===== config.mk =====
export PLATFORM = sky130hd
export DESIGN_NAME = fetch_stage
export DESIGN_NICKNAME = d
export VERILOG_FILES = /design/src/rtl/fetch_stage.sv
export SDC_FILE = /design/constraint.sdc
export NUM_CORES = 1
export LEC_CHECK = 0
export BUFFER_PORTS_ARGS = -buffer_cell sky130_fd_sc_hd__buf_2
export CORE_MARGIN = 2
export CORE_UTILIZATION = 53
export DETAILED_ROUTE_END_ITERATION = 8
export GPL_TIMING_DRIVEN = 0
export HOLD_SLACK_MARGIN = 0.12
export PLACE_DENSITY = 0.8
export SLEW_MARGIN = 0
export SYNTH_ARGS = -nofsm -noshare
export SYNTH_HDL_FRONTEND = slang
export SYNTH_SLANG_ARGS = --single-unit

===== constraint.sdc =====
create_clock -name clk -period 11.9 [get_ports clk]
set_input_delay 0.595 -clock clk [delete_from_list [all_inputs] [get_ports clk]]
set_output_delay 0.595 -clock clk [all_outputs]
set_load 0.02 [all_outputs]

===== src/rtl/fetch_stage.sv =====
// Instruction-fetch stage: owns the PC, issues in-order fetches over req/gnt/rvalid,
// buffers up to two returned instructions and drives the IF/ID register.
module fetch_stage #(
    parameter logic [31:0] RESET_PC = 32'h0000_0000,
    parameter logic [31:0] NOP_INST = 32'h0000_0013,
    parameter int unsigned DEPTH    = 2
) (
    input  logic        clk,
    input  logic        rst,
    input  logic        stall,
    input  logic        flush,
    input  logic        next_pc_sel,
    input  logic [31:0] jb_pc,
    output logic        im_req,
    output logic [31:0] im_addr,
    input  logic        im_gnt,
    input  logic        im_rvalid,
    input  logic [31:0] im_rdata,
    output logic [31:0] D_pc,
    output logic [31:0] D_inst,
    output logic        D_valid
);

    localparam logic [2:0] CREDITS = 3'(DEPTH);

    logic [31:0] pc_q, pc_d;
    logic [1:0]  out_q, out_d;
    logic [1:0]  kill_q, kill_d;

    logic [31:0] rq_pc_q [2];
    logic [31:0] rq_pc_d [2];
    logic        rq_rd_q, rq_rd_d;
    logic        rq_wr_q, rq_wr_d;

    logic [31:0] iq_pc_q   [2];
    logic [31:0] iq_pc_d   [2];
    logic [31:0] iq_inst_q [2];
    logic [31:0] iq_inst_d [2];
    logic        iq_rd_q, iq_rd_d;
    logic        iq_wr_q, iq_wr_d;
    logic [1:0]  iq_cnt_q, iq_cnt_d;

    logic [31:0] d_pc_q, d_pc_d;
    logic [31:0] d_inst_q, d_inst_d;
    logic        d_valid_q, d_valid_d;

    logic        credit_ok;
    logic        accept;
    logic        rsp_live;
    logic        iq_pop;
    logic        iq_push;
    logic        bypass;
    logic [31:0] rsp_pc;
    logic        unused_jb_lsb;

    // Every in-flight fetch already owns a queue slot, so the credit covers both.
    assign credit_ok = ({1'b0, out_q} + {1'b0, iq_cnt_q}) < CREDITS;
    assign im_req    = !rst && credit_ok;
    assign im_addr   = pc_q;
    assign accept    = im_req && im_gnt;

    assign rsp_live  = im_rvalid && (kill_q == 2'd0) && !next_pc_sel;
    assign rsp_pc    = rq_pc_q[rq_rd_q];
    assign iq_pop    = !flush && !stall && (iq_cnt_q != 2'd0);
    assign bypass    = !flush && !stall && (iq_cnt_q == 2'd0) && rsp_live;
    assign iq_push   = rsp_live && !bypass;

    assign unused_jb_lsb = ^jb_pc[1:0];

    always_comb begin
        pc_d = pc_q;
        if (next_pc_sel) begin
            pc_d = {jb_pc[31:2], 2'b00};
        end else if (accept) begin
            pc_d = pc_q + 32'd4;
        end
    end

    // Kill counts the oldest in-flight responses that belong to the old path.
    always_comb begin
        out_d  = out_q + {1'b0, accept} - {1'b0, im_rvalid};
        kill_d = kill_q;
        if (next_pc_sel) begin
            kill_d = out_d;
        end else if (im_rvalid && (kill_q != 2'd0)) begin
            kill_d = kill_q - 2'd1;
        end
    end

    always_comb begin
        rq_pc_d = rq_pc_q;
        rq_rd_d = rq_rd_q;
        rq_wr_d = rq_wr_q;
        if (next_pc_sel) begin
            rq_rd_d = 1'b0;
            rq_wr_d = 1'b0;
        end else begin
            if (accept) begin
                rq_pc_d[rq_wr_q] = pc_q;
                rq_wr_d          = ~rq_wr_q;
            end
            if (rsp_live) begin
                rq_rd_d = ~rq_rd_q;
            end
        end
    end

    always_comb begin
        iq_pc_d   = iq_pc_q;
        iq_inst_d = iq_inst_q;
        iq_rd_d   = iq_rd_q;
        iq_wr_d   = iq_wr_q;
        iq_cnt_d  = iq_cnt_q + {1'b0, iq_push} - {1'b0, iq_pop};
        if (iq_pop) begin
            iq_rd_d = ~iq_rd_q;
        end
        if (iq_push) begin
            iq_pc_d[iq_wr_q]   = rsp_pc;
            iq_inst_d[iq_wr_q] = im_rdata;
            iq_wr_d            = ~iq_wr_q;
        end
        if (next_pc_sel) begin
            iq_rd_d  = 1'b0;
            iq_wr_d  = 1'b0;
            iq_cnt_d = 2'd0;
        end
    end

    // IF/ID: flush beats stall; a queued instruction always goes before a bypass.
    always_comb begin
        d_pc_d    = d_pc_q;
        d_inst_d  = d_inst_q;
        d_valid_d = d_valid_q;
        if (flush) begin
            d_inst_d  = NOP_INST;
            d_valid_d = 1'b0;
        end else if (!stall) begin
            if (iq_pop) begin
                d_pc_d    = iq_pc_q[iq_rd_q];
                d_inst_d  = iq_inst_q[iq_rd_q];
                d_valid_d = 1'b1;
            end else if (bypass) begin
                d_pc_d    = rsp_pc;
                d_inst_d  = im_rdata;
                d_valid_d = 1'b1;
            end else begin
                d_inst_d  = NOP_INST;
                d_valid_d = 1'b0;
            end
        end
    end

    always_ff @(posedge clk or posedge rst) begin
        if (rst) begin
            pc_q      <= {RESET_PC[31:2], 2'b00};
            out_q     <= 2'd0;
            kill_q    <= 2'd0;
            rq_pc_q   <= '{default: '0};
            rq_rd_q   <= 1'b0;
            rq_wr_q   <= 1'b0;
            iq_pc_q   <= '{default: '0};
            iq_inst_q <= '{default: '0};
            iq_rd_q   <= 1'b0;
            iq_wr_q   <= 1'b0;
            iq_cnt_q  <= 2'd0;
            d_pc_q    <= 32'd0;
            d_inst_q  <= NOP_INST;
            d_valid_q <= 1'b0;
        end else begin
            pc_q      <= pc_d;
            out_q     <= out_d;
            kill_q    <= kill_d;
            rq_pc_q   <= rq_pc_d;
            rq_rd_q   <= rq_rd_d;
            rq_wr_q   <= rq_wr_d;
            iq_pc_q   <= iq_pc_d;
            iq_inst_q <= iq_inst_d;
            iq_rd_q   <= iq_rd_d;
            iq_wr_q   <= iq_wr_d;
            iq_cnt_q  <= iq_cnt_d;
            d_pc_q    <= d_pc_d;
            d_inst_q  <= d_inst_d;
            d_valid_q <= d_valid_d;
        end
    end

    assign D_pc    = d_pc_q;
    assign D_inst  = d_inst_q;
    assign D_valid = d_valid_q;

endmodule


==> results of run 1 <==
## metrics by stage
stage,hold WS (ps),total power [W],utilization,cells,area [um^2]
after floorplan,449.6,0.002193,-,1054,12520
after global placement,459.0,0.002444,0.5883,1535,13730
after detailed placement,469.9,0.002502,0.5909,1537,13790
after CTS,249.5,0.003461,0.6353,1593,14820
after global routing,268.7,0.003640,0.6353,1593,14820
final,258.2,0.003449,0.6353,1593,14820
## registers in the layout (all words and copies together), names as in the netlist, 2 cells and up
signal	cells
D_inst	32
D_pc	30
im_addr	30
iq_cnt_q	2
iq_inst_q	64
iq_pc_q	60
kill_q	2
out_q	2
rq_pc_q	60
## cell families (layout without fill, tap and decap cells)
kind of cell | Yosys count | after routing | synth area share
flip-flops | 287 | 287 | 0.5746
AND/OR/NAND/NOR | 253 | 253 | 0.09205
multiplexers | 216 | 216 | 0.1852
AO/OA/AOI/OAI | 183 | 183 | 0.09956
buffers and inverters | 86 | 306 | 0.02802
XOR/XNOR | 18 | 18 | 0.01261
adder cells (fa/ha/maj) | 7 | 7 | 0.007604
other | 1 | 4 | 0.0002999
## worst max-delay path: stages, from the launching register on
cell,delay [ps]
sky130_fd_sc_hd__dfrtp_1,440
sky130_fd_sc_hd__and2_1,190
sky130_fd_sc_hd__fa_1,520
sky130_fd_sc_hd__or4b_1,530
sky130_fd_sc_hd__buf_2,180
sky130_fd_sc_hd__clkbuf_1,350
sky130_fd_sc_hd__ha_1,410
sky130_fd_sc_hd__inv_1,40
sky130_fd_sc_hd__ha_1,180
sky130_fd_sc_hd__xnor2_1,190
sky130_fd_sc_hd__xnor2_1,170
sky130_fd_sc_hd__nand2_1,90
sky130_fd_sc_hd__o21ai_0,100
## layer usage
layer | part of all wire | GRT usage
met1 | 0.43 | 0.3371
met2 | 0.48 | 0.4094
met3 | 0.072 | 0.04380
met4 | 0.017 | 0.06017
met5 | 0.00042 | 0
## Yosys cell counts (all sizes together), types with 2 or more instances
master  instances  area (um^2)
a221o          29        290.3
nand3          11        55.05
nor4            3        18.77
a221oi         30        262.8
nand2b          2        12.51
nor3            6        30.03
xor2            6        52.55
o21ai          49        245.2
a22oi           2        15.01
nand2          65        244.0
ha              6        75.07
nand4           9        56.30
and3            2        12.51
inv             9        33.78
or3             7        43.79
buf            21        106.4
xnor2          12        105.1
mux2i          93        930.9
dfstp           3        78.83
dfrtp         284         7107
nor2          115        431.7
o211ai          6        45.04
clkbuf         56        210.2
a31oi          13        81.33
o31ai          11        82.58
or2             3        18.77
nor2b           4        25.02
or4            21        161.4
a21oi          40        200.2
mux2          123         1385
## where the power goes
group | internal, W | switching (W) | leakage [nW]
combinational | 0.000428 | 0.000524 | 2.47
sequential | 0.00134 | 0.000209 | 3.59
clock | 0.000580 | 0.000371 | 0.510
## worst max path at each step
stage	startpoint	endpoint	depth (start not counted)
floorplan	rst	D_inst[10]$_DFFE_PP0P_	1
global placement	rst	iq_inst_q[20]$_DFFE_PP0P_	2
detailed placement	iq_cnt_q[0]$_DFF_PP0_	kill_q[1]$_DFFE_PP0P_	12
CTS	iq_cnt_q[0]$_DFF_PP0_	kill_q[1]$_DFFE_PP0P_	12
global route	iq_cnt_q[0]$_DFF_PP0_	kill_q[1]$_DFFE_PP0P_	12
finish	iq_cnt_q[0]$_DFF_PP0_	kill_q[1]$_DFFE_PP0P_	12
## repair_timing
item / 4_1_cts / 5_1_grt
hold endpoints to repair: 37 / 0
hold buffers: 1 / 0
setup buffers: 0 / 0
## final cells by class
cell class | instances | share of cell area
timing repair buffer | 165 | 0.05909
buffer | 77 | 0.02136
inverter | 9 | 0.002786
clock inverter | 7 | 0.005740
sequential | 287 | 0.4848
tap | 319 | 0.02693
clock buffer | 48 | 0.06339
multi-input combinational | 681 | 0.3359
==> impl_metrics.json, run 1 <==
{
  "run_status": "finished clean",
  "fin_crit_sh": 0.2916,
  "maxcap_viol_count": 0,
  "via_count_of_the_first_global_routing_pass": 9242,
  "vias": 9371,
  "max_freq_ghz": 0.2881,
  "mostFrequentLayoutCells": "sky130_fd_sc_hd__dfrtp_1, sky130_fd_sc_hd__buf_2, sky130_fd_sc_hd__mux2_2",
  "critical_path.startpoint_type": "register",
  "synth_edf_count": 0,
  "min_period_ps": 3471,
  "seq_area_frac_synth": 0.5746,
  "drc": 0,
  "timing.reg2reg.setup_slack_ps": 8430,
  "worst_clock_skew_ps": 12.20,
  "ys_warn_count": 0,
  "drtPass1Iterations": 5,
  "clk_pin_slew_worst_paths_ps": 60,
  "min_path_type": "input pin to register",
  "finalWirelength_um": 30800,
  "core_region_area_um2": 23330,
  "unrepaired_setup_endpoints_after_global_routing": "false",
  "worst_hold_path.num_cells": 3,
  "hold_path_startpoint": "jb_pc[11]",
  "post_synth.cell_area_avg_um2": 11.90,
  "min_to": "im_addr[11]$_DFFE_PP0P_",
  "final_net_count": 1329,
  "fp-row-count": 56,
  "max-slew-margin-rel": 0.3548,
  "routed_wl_per_cell_um": 19.33,
  "worstSetupPathType": "register to register",
  "r2r-end": "kill_q[1]$_DFFE_PP0P_",
  "critical_path.max_fanout": 10,
  "drive_above_1_share": 0.2763,
  "clkSinkCount": 287,
  "area_delta_synth_final_pct": 18.54,
  "worstPathArrival_ps": 3930,
  "grt_max_degree": 139,
  "chipHeight_um": 157.6,
  "syn_inst": 1051,
  "power.density_cell_area_nw_per_um2": 232.7,
  "syn-cell-area_um2": 12500,
  "critPathRequiredTime_ps": 12360,
  "first_pass_grt_wire_length_um": 48620,
  "timing.setup.tns_ps": 0,
  "commonest_non_fill_non_tap_cell_in_the_layout": "sky130_fd_sc_hd__dfrtp_1",
  "ys_ff_latch": 287,
  "insertion_delay_ps": 540,
  "cts_tree": "yes",
  "global_router_s_overall_resource_usage": 0.2458,
  "dp_worst_setup_slack_ps": 8537,
  "endpoint_kind": "register",
  "cts-htree-levels": 1,
  "final-max-slew-violation-count": 0,
  "worst_pin_slew_ps": 958.9,
  "finalHoldViolations": 0,
  "setup_ws_ps": 8429,
  "final_number_of_setup_violating_endpoints": 0,
  "post_drt_via_cell_ratio": 5.883,
  "drt.antenna.violating_nets": 0,
  "cts-buffers-inserted": 30,
  "length_in_cells_of_the_worst_reg_to_reg_path": 12,
  "cts_buffer_depth": 3,
  "multi_input_comb_area_um2": 4980,
  "number_of_resized_instances_in_the_post_cts_repair_step": 0,
  "globalRoute.totalOverflow": 0,
  "initial_utilization": 0.5359,
  "reg2reg_from": "iq_cnt_q[0]$_DFF_PP0_",
  "post_synth_arst_share": 1.000,
  "antennaDiodeCount": 0,
  "die_w_um": 157.6,
  "dr.first_iter.drc_count": 762,
  "portBuffers": 162,
  "worst_ir_drop_vdd_mv": 0.1342,
  "layout.area.seq_um2": 7186,
  "antenna_found_initial": 1,
  "dp.final_hpwl_um": 21150,
  "synthFlopType": "sky130_fd_sc_hd__dfrtp_1",
  "yosys.cell_types.count": 46,
  "leakage_nw": 6.576,
  "floorplan.die_area_um2": 24840,
  "num-fill-cells": 1797,
  "place.gp.congestion": 0.8636,
  "clock_root_buffer": "sky130_fd_sc_hd__clkbuf_16",
  "floorplan.io_pins": 169
}
No activity file was read; power rests on OpenSTA's default activity.
==> run 2: changes to the inputs <==
--- a/config.mk
+++ b/config.mk
@@ -7,11 +7,11 @@
 export LEC_CHECK = 0
 export BUFFER_PORTS_ARGS = -buffer_cell sky130_fd_sc_hd__buf_2
 export CORE_MARGIN = 2
-export CORE_UTILIZATION = 53
+export CORE_UTILIZATION = 52
 export DETAILED_ROUTE_END_ITERATION = 8
 export GPL_TIMING_DRIVEN = 0
 export HOLD_SLACK_MARGIN = 0.12
-export PLACE_DENSITY = 0.8
+export PLACE_DENSITY = 0.82
 export SLEW_MARGIN = 0
 export SYNTH_ARGS = -nofsm -noshare
 export SYNTH_HDL_FRONTEND = slang
==> constraint.sdc (replaced) <==
create_clock -name clk -period 2.9 [get_ports clk]
set_input_delay 0.145 -clock clk [delete_from_list [all_inputs] [get_ports clk]]
set_output_delay 0.145 -clock clk [all_outputs]
set_load 0.02 [all_outputs]
==> impl_metrics.json, run 2 (synthesis gave the netlist of run 1 again) <==
{
  "drt.antenna.violating_nets": 0,
  "core_region_area_um2": 23540,
  "final_number_of_setup_violating_endpoints": 9,
  "cts-htree-levels": 1,
  "area_delta_synth_final_pct": 25.23,
  "portBuffers": 162,
  "drtPass1Iterations": 5,
  "power.density_cell_area_nw_per_um2": 908.3,
  "cts-buffers-inserted": 29,
  "failed_checks": "setup timing",
  "antennaDiodeCount": 0,
  "routed_wl_per_cell_um": 19.95,
  "critical_path.startpoint_type": "register",
  "max-slew-margin-rel": 0.4277,
  "maxcap_viol_count": 0,
  "num-fill-cells": 1703,
  "power_frac_clock": 0.266,
  "min_path_type": "input pin to register",
  "dr.first_iter.drc_count": 802,
  "final-max-slew-violation-count": 0,
  "mostFrequentLayoutCells": "sky130_fd_sc_hd__dfrtp_1, sky130_fd_sc_hd__buf_2, sky130_fd_sc_hd__mux2_2",
  "floorplan.die_area_um2": 25300,
  "worstPathArrival_ps": 3490,
  "fp-row-count": 56,
  "floorplan.io_pins": 169,
  "internal-power_w": 0.009628,
  "largest_reg_flops": 64,
  "finalWirelength_um": 33300,
  "critical_path.max_fanout": 10,
  "finalHoldViolations": 0,
  "clkSinkCount": 287,
  "first_pass_grt_wire_length_um": 54010,
  "max_freq_ghz": 0.3302,
  "power.share.switching": 0.3231,
  "endpoint_kind": "register",
  "via_count_of_the_first_global_routing_pass": 10269,
  "worstSetupPathType": "register to register",
  "clock_root_buffer": "sky130_fd_sc_hd__clkbuf_16",
  "min_period_ps": 3029,
  "dp_worst_setup_slack_ps": -448.7,
  "drc": 0,
  "critPathRequiredTime_ps": 3360,
  "initial_utilization": 0.5311,
  "worst_ir_drop_vdd_mv": 0.4769,
  "largest-register": "iq_inst_q",
  "fraction_of_the_core_area_covered_by_cells_at_the_end_of_the_flow": 0.6651,
  "final_net_count": 1408,
  "register_share_of_total_power": 0.447,
  "chipHeight_um": 159.1,
  "power.combinational.fraction": 0.286,
  "run_status": "finished, violations left",
  "cts_buffer_depth": 3,
  "worst_clock_skew_ps": 7.938,
  "die_w_um": 159.1,
  "commonest_non_fill_non_tap_cell_in_the_layout": "sky130_fd_sc_hd__dfrtp_1",
  "globalRoute.totalOverflow": 0,
  "insertion_delay_ps": 540,
  "clk_pin_slew_worst_paths_ps": 60,
  "dp.final_hpwl_um": 21810,
  "worst_pin_slew_ps": 858.5,
  "p_switching_w": 0.004596,
  "place.gp.congestion": 0.8865,
  "drive_above_1_share": 0.2785,
  "setup_ws_ps": -128.8,
  "crit_path_max_cell_delay_ps": 500,
  "path_cells": "and2_4 > fa_1 > or4b_1 > buf_6 > clkbuf_8 > ha_1 > inv_1 > ha_1 > xnor2_1 > xnor2_1 > nand2_1 > o21ai_1",
  "unrepaired_setup_endpoints_after_global_routing": "true",
  "post_drt_via_cell_ratio": 5.925,
  "vias": 9888,
  "cts_tree": "yes",
  "top_regs": "iq_inst_q: 64 flops, iq_pc_q: 60 flops, rq_pc_q: 60 flops",
  "antenna_found_initial": 0,
  "grt_max_degree": 45,
  "leakage_nw": 6.938,
  "fin_crit_sh": 1.044,
  "crit_path_top_delay_cell": "sky130_fd_sc_hd__fa_1",
  "global_router_s_overall_resource_usage": 0.2619
}
[run 2: changes by cell type in the layout (fill, tap and decap cells not counted), moves of 3 or more]
cell                            previous run  this run
sky130_fd_sc_hd__dlygate4sd3_1             1        69
sky130_fd_sc_hd__buf_12                    0         7
sky130_fd_sc_hd__clkbuf_1                 63        56
sky130_fd_sc_hd__buf_4                     4        10
sky130_fd_sc_hd__or4_1                    20        16
sky130_fd_sc_hd__or4_4                     1         5
sky130_fd_sc_hd__clkbuf_2                  0         3
sky130_fd_sc_hd__clkinv_2                  5         2
[run 2: stage by stage]
stage	instance area, um^2	hold slack (ps)	TNS (ps)	total power (W)	instances
floorplan	12530	264.9	-297710	0.009006	1054
global placement	13740	351.0	-751210	0.01002	1535
detailed placement	13880	302.9	-9901	0.01030	1542
CTS	15620	120.4	-372.1	0.01422	1668
global route	15660	154.2	-2363	0.01501	1669
finish	15660	134.1	-517.5	0.01422	1669
[run 2: power groups by stage]
stage               clock, W  sequential (W)  combinational (W)
CTS                  0.00382         0.00634            0.00406
floorplan                  0         0.00653            0.00248
detailed placement         0         0.00640            0.00390
global placement           0         0.00630            0.00373
global route         0.00400         0.00654            0.00447
finish               0.00379         0.00636            0.00407
[run 2: layout make-up]
| class | count | area (um^2) | share of cell area |
|---|---|---|---|
| sequential | 287 | 7186 | 0.4589 |
| multi-input combinational | 681 | 5016 | 0.3203 |
| timing repair buffer | 246 | 1703 | 0.1087 |
| clock buffer | 44 | 852.1 | 0.05441 |
| tap | 319 | 399.1 | 0.02549 |
| buffer | 76 | 349.1 | 0.02229 |
| clock inverter | 7 | 116.4 | 0.007431 |
| inverter | 9 | 37.54 | 0.002397 |
[run 2: path summary, 6_finish.rpt]
path	cells past startpoint	to	slack (ps)	startpoint
max in group asynchronous	5	D_inst[1]$_DFFE_PP1P_	1690	rst
max reg2reg	12	kill_q[1]$_DFFE_PP0P_	-130	iq_cnt_q[0]$_DFF_PP0_
min	3	rq_pc_q[30]$_DFFE_PP0P_	130	im_gnt
min reg2reg	2	iq_pc_q[3]$_DFFE_PP0P_	480	iq_pc_q[3]$_DFFE_PP0P_
min in group asynchronous	3	iq_pc_q[20]$_DFFE_PP0P_	300	rst
max	12	kill_q[1]$_DFFE_PP0P_	-130	iq_cnt_q[0]$_DFF_PP0_
[run 2: critical path, delay by kind of cell (launching register included)]
family	cells	cell delay (ps)
AND/OR/NAND/NOR	3	750
XOR/XNOR	2	360
adder cells (fa/ha/maj)	3	970
flip-flops	1	400
AO/OA/AOI/OAI	1	110
buffers and inverters	3	370
[run 2: what timing repair did]
action                                 CTS  global route
setup endpoints to repair               55            50
endpoints found under the hold margin  150             0
resized for setup                       13            15
cloned                                   1             0
hold buffers                            69             0
buffers inserted                         6             1
pin swaps                               11            11
[run 2: layer usage]
| layer | vias up | share of wire | track usage | wire length (um) |
|---|---|---|---|---|
| met3 | 87 | 0.074 | 0.03959 | 2449 |
| met2 | 482 | 0.49 | 0.4433 | 16170 |
| met5 | - | 0 | 0 | 0 |
| met1 | 4953 | 0.41 | 0.3496 | 13770 |
| li1 | 4366 | - | - | - |
| met4 | 0 | 0.027 | 0.08554 | 900 |
==> run 3: changes to the inputs <==
--- a/config.mk
+++ b/config.mk
@@ -12,6 +12,7 @@
 export GPL_TIMING_DRIVEN = 0
 export HOLD_SLACK_MARGIN = 0.12
 export PLACE_DENSITY = 0.82
+export SETUP_SLACK_MARGIN = 0.5
 export SLEW_MARGIN = 0
 export SYNTH_ARGS = -nofsm -noshare
 export SYNTH_HDL_FRONTEND = slang
==> impl_metrics.json, run 3 (synthesis gave the netlist of run 1 again) <==
{
  "run_status": "finished, violations left",
  "failed_checks": "setup timing",
  "critPathRequiredTime_ps": 3370,
  "dp_worst_setup_slack_ps": -177.3,
  "place.gp.congestion": 0.8437,
  "leakage_nw": 7.361,
  "mostFrequentLayoutCells": "sky130_fd_sc_hd__dfrtp_1, sky130_fd_sc_hd__buf_2, sky130_fd_sc_hd__nor2_1",
  "via_count_of_the_first_global_routing_pass": 10439,
  "timing.reg2reg.setup_slack_ps": -50,
  "drive_above_1_share": 0.3253,
  "drc": 0,
  "vias": 10345,
  "insertion_delay_ps": 560,
  "grt_max_degree": 45,
  "endpoint_kind": "register",
  "critical_path.startpoint_type": "register",
  "cts_tree": "yes",
  "timing.setup.tns_ps": -74.16,
  "critical_path.max_fanout": 7,
  "min_period_ps": 2947,
  "drt.antenna.violating_nets": 0,
  "drtPass1Iterations": 6,
  "commonest_non_fill_non_tap_cell_in_the_layout": "sky130_fd_sc_hd__dfrtp_1",
  "worst_hold_slack_ps": 246.2,
  "fraction_of_the_core_area_covered_by_cells_at_the_end_of_the_flow": 0.6985,
  "portBuffers": 162,
  "global_router_s_overall_resource_usage": 0.2792,
  "cts-buffers-inserted": 30,
  "finalHoldViolations": 0,
  "routed_wl_per_cell_um": 21.76,
  "worst_ir_drop_vdd_mv": 0.5874,
  "setup_ws_ps": -46.95,
  "power.density_cell_area_nw_per_um2": 906.1,
  "max-slew-margin-rel": 0.4216,
  "final_number_of_setup_violating_endpoints": 7,
  "finalWirelength_um": 36770,
  "largest-register": "iq_inst_q",
  "antenna_found_initial": 0,
  "initial_utilization": 0.5311,
  "post_drt_via_cell_ratio": 6.121,
  "sum_of_internal_switching_and_leakage_power_w": 0.01490,
  "fp-row-count": 56,
  "crit_path_max_cell_delay_ps": 500,
  "antennaDiodeCount": 0,
  "path_cells": "and2_4 > fa_2 > or4b_4 > buf_6 > or4_4 > buf_6 > or4_4 > a31oi_1",
  "unrepaired_setup_endpoints_after_global_routing": "true",
  "min_path_type": "input pin to async pin",
  "crit_path_top_delay_cell": "sky130_fd_sc_hd__or4b_4",
  "dr.first_iter.drc_count": 1133,
  "worst_pin_slew_ps": 867.6,
  "core_region_area_um2": 23540,
  "first_pass_grt_wire_length_um": 56930,
  "fin_crit_sh": 1.016,
  "top_regs": "iq_inst_q: 64 flops, iq_pc_q: 60 flops, rq_pc_q: 60 flops",
  "die_w_um": 159.1,
  "globalRoute.totalOverflow": 0,
  "cts_buffer_depth": 3,
  "final-max-slew-violation-count": 0,
  "largest_reg_flops": 64,
  "clock_root_buffer": "sky130_fd_sc_hd__clkbuf_16",
  "maxcap_viol_count": 0,
  "chipHeight_um": 159.1,
  "floorplan.io_pins": 169,
  "area_delta_synth_final_pct": 31.51,
  "clkSinkCount": 287,
  "worstPathArrival_ps": 3420,
  "floorplan.die_area_um2": 25300,
  "final_net_count": 1431,
  "clk_pin_slew_worst_paths_ps": 70,
  "max_freq_ghz": 0.3393,
  "dp.final_hpwl_um": 21880,
  "worst_clock_skew_ps": 19.56,
  "worstSetupPathType": "register to register",
  "cts-htree-levels": 1
}
-- run 3: worst paths after layout --
check / endpoint / cells past startpoint / from
worst min register to register: iq_pc_q[27]$_DFFE_PP0P_ / 2 / iq_pc_q[27]$_DFFE_PP0P_
worst max-delay path: im_addr[20]$_DFFE_PP0P_ / 8 / out_q[0]$_DFF_PP0_
worst min-delay path: kill_q[0]$_DFFE_PP0P_ / 3 / rst
max in group asynchronous: iq_inst_q[62]$_DFFE_PP0P_ / 6 / rst
worst max register to register: im_addr[20]$_DFFE_PP0P_ / 8 / out_q[0]$_DFF_PP0_
min in group clk: im_addr[13]$_DFFE_PP0P_ / 4 / jb_pc[13]
-- run 3: layer usage --
| metal | up-vias | share of wire | GRT usage |
|---|---|---|---|
| li1 | 4411 | - | - |
| met1 | 5199 | 0.39 | 0.3620 |
| met2 | 601 | 0.49 | 0.4741 |
| met3 | 132 | 0.081 | 0.04558 |
| met4 | 2 | 0.036 | 0.1050 |
| met5 | - | 0.00095 | 0.01136 |
-- run 3: layout make-up --
type / instances / area [um^2]
fill: 1552 / 7098
clock buffer: 47 / 925.9
sequential: 287 / 7189
multi-input combinational: 681 / 5378
clock inverter: 3 / 42.54
inverter: 9 / 37.54
tap: 319 / 399.1
buffer: 77 / 478.0
timing repair buffer: 267 / 1994
-- run 3: where the power goes --
group	switching, W	internal (W)	total (W)
Clock	0.00153	0.00225	0.00378
Combinational	0.00244	0.00224	0.00468
Sequential	0.000946	0.00549	0.00644
-- run 3: timing repair --
item,in CTS,in global routing
setup buffers,18,8
gates cloned,3,1
hold buffers,68,0
endpoints found under the hold margin,267,0
endpoints found under the setup margin,219,232
pin swaps,21,19
resized for setup,48,62
-- run 3: worst max-delay path, delay by kind of cell, from the launching register on --
| kind | cells | cell delay [ps] |
|---|---|---|
| simple gates | 4 | 1540 |
| buf+inv | 2 | 320 |
| compound gates | 1 | 170 |
| flops | 1 | 410 |
| fa+ha+maj | 1 | 440 |
-- run 3: through the flow --
| step | cells | cell area [um^2] |
|---|---|---|
| 2_1_floorplan | 1054 | 12800 |
| 3_3_place_gp | 1535 | 14010 |
| 3_5_place_dp | 1542 | 14150 |
| 4_1_cts | 1681 | 16170 |
| 5_1_grt | 1690 | 16440 |
| 6_report | 1690 | 16440 |
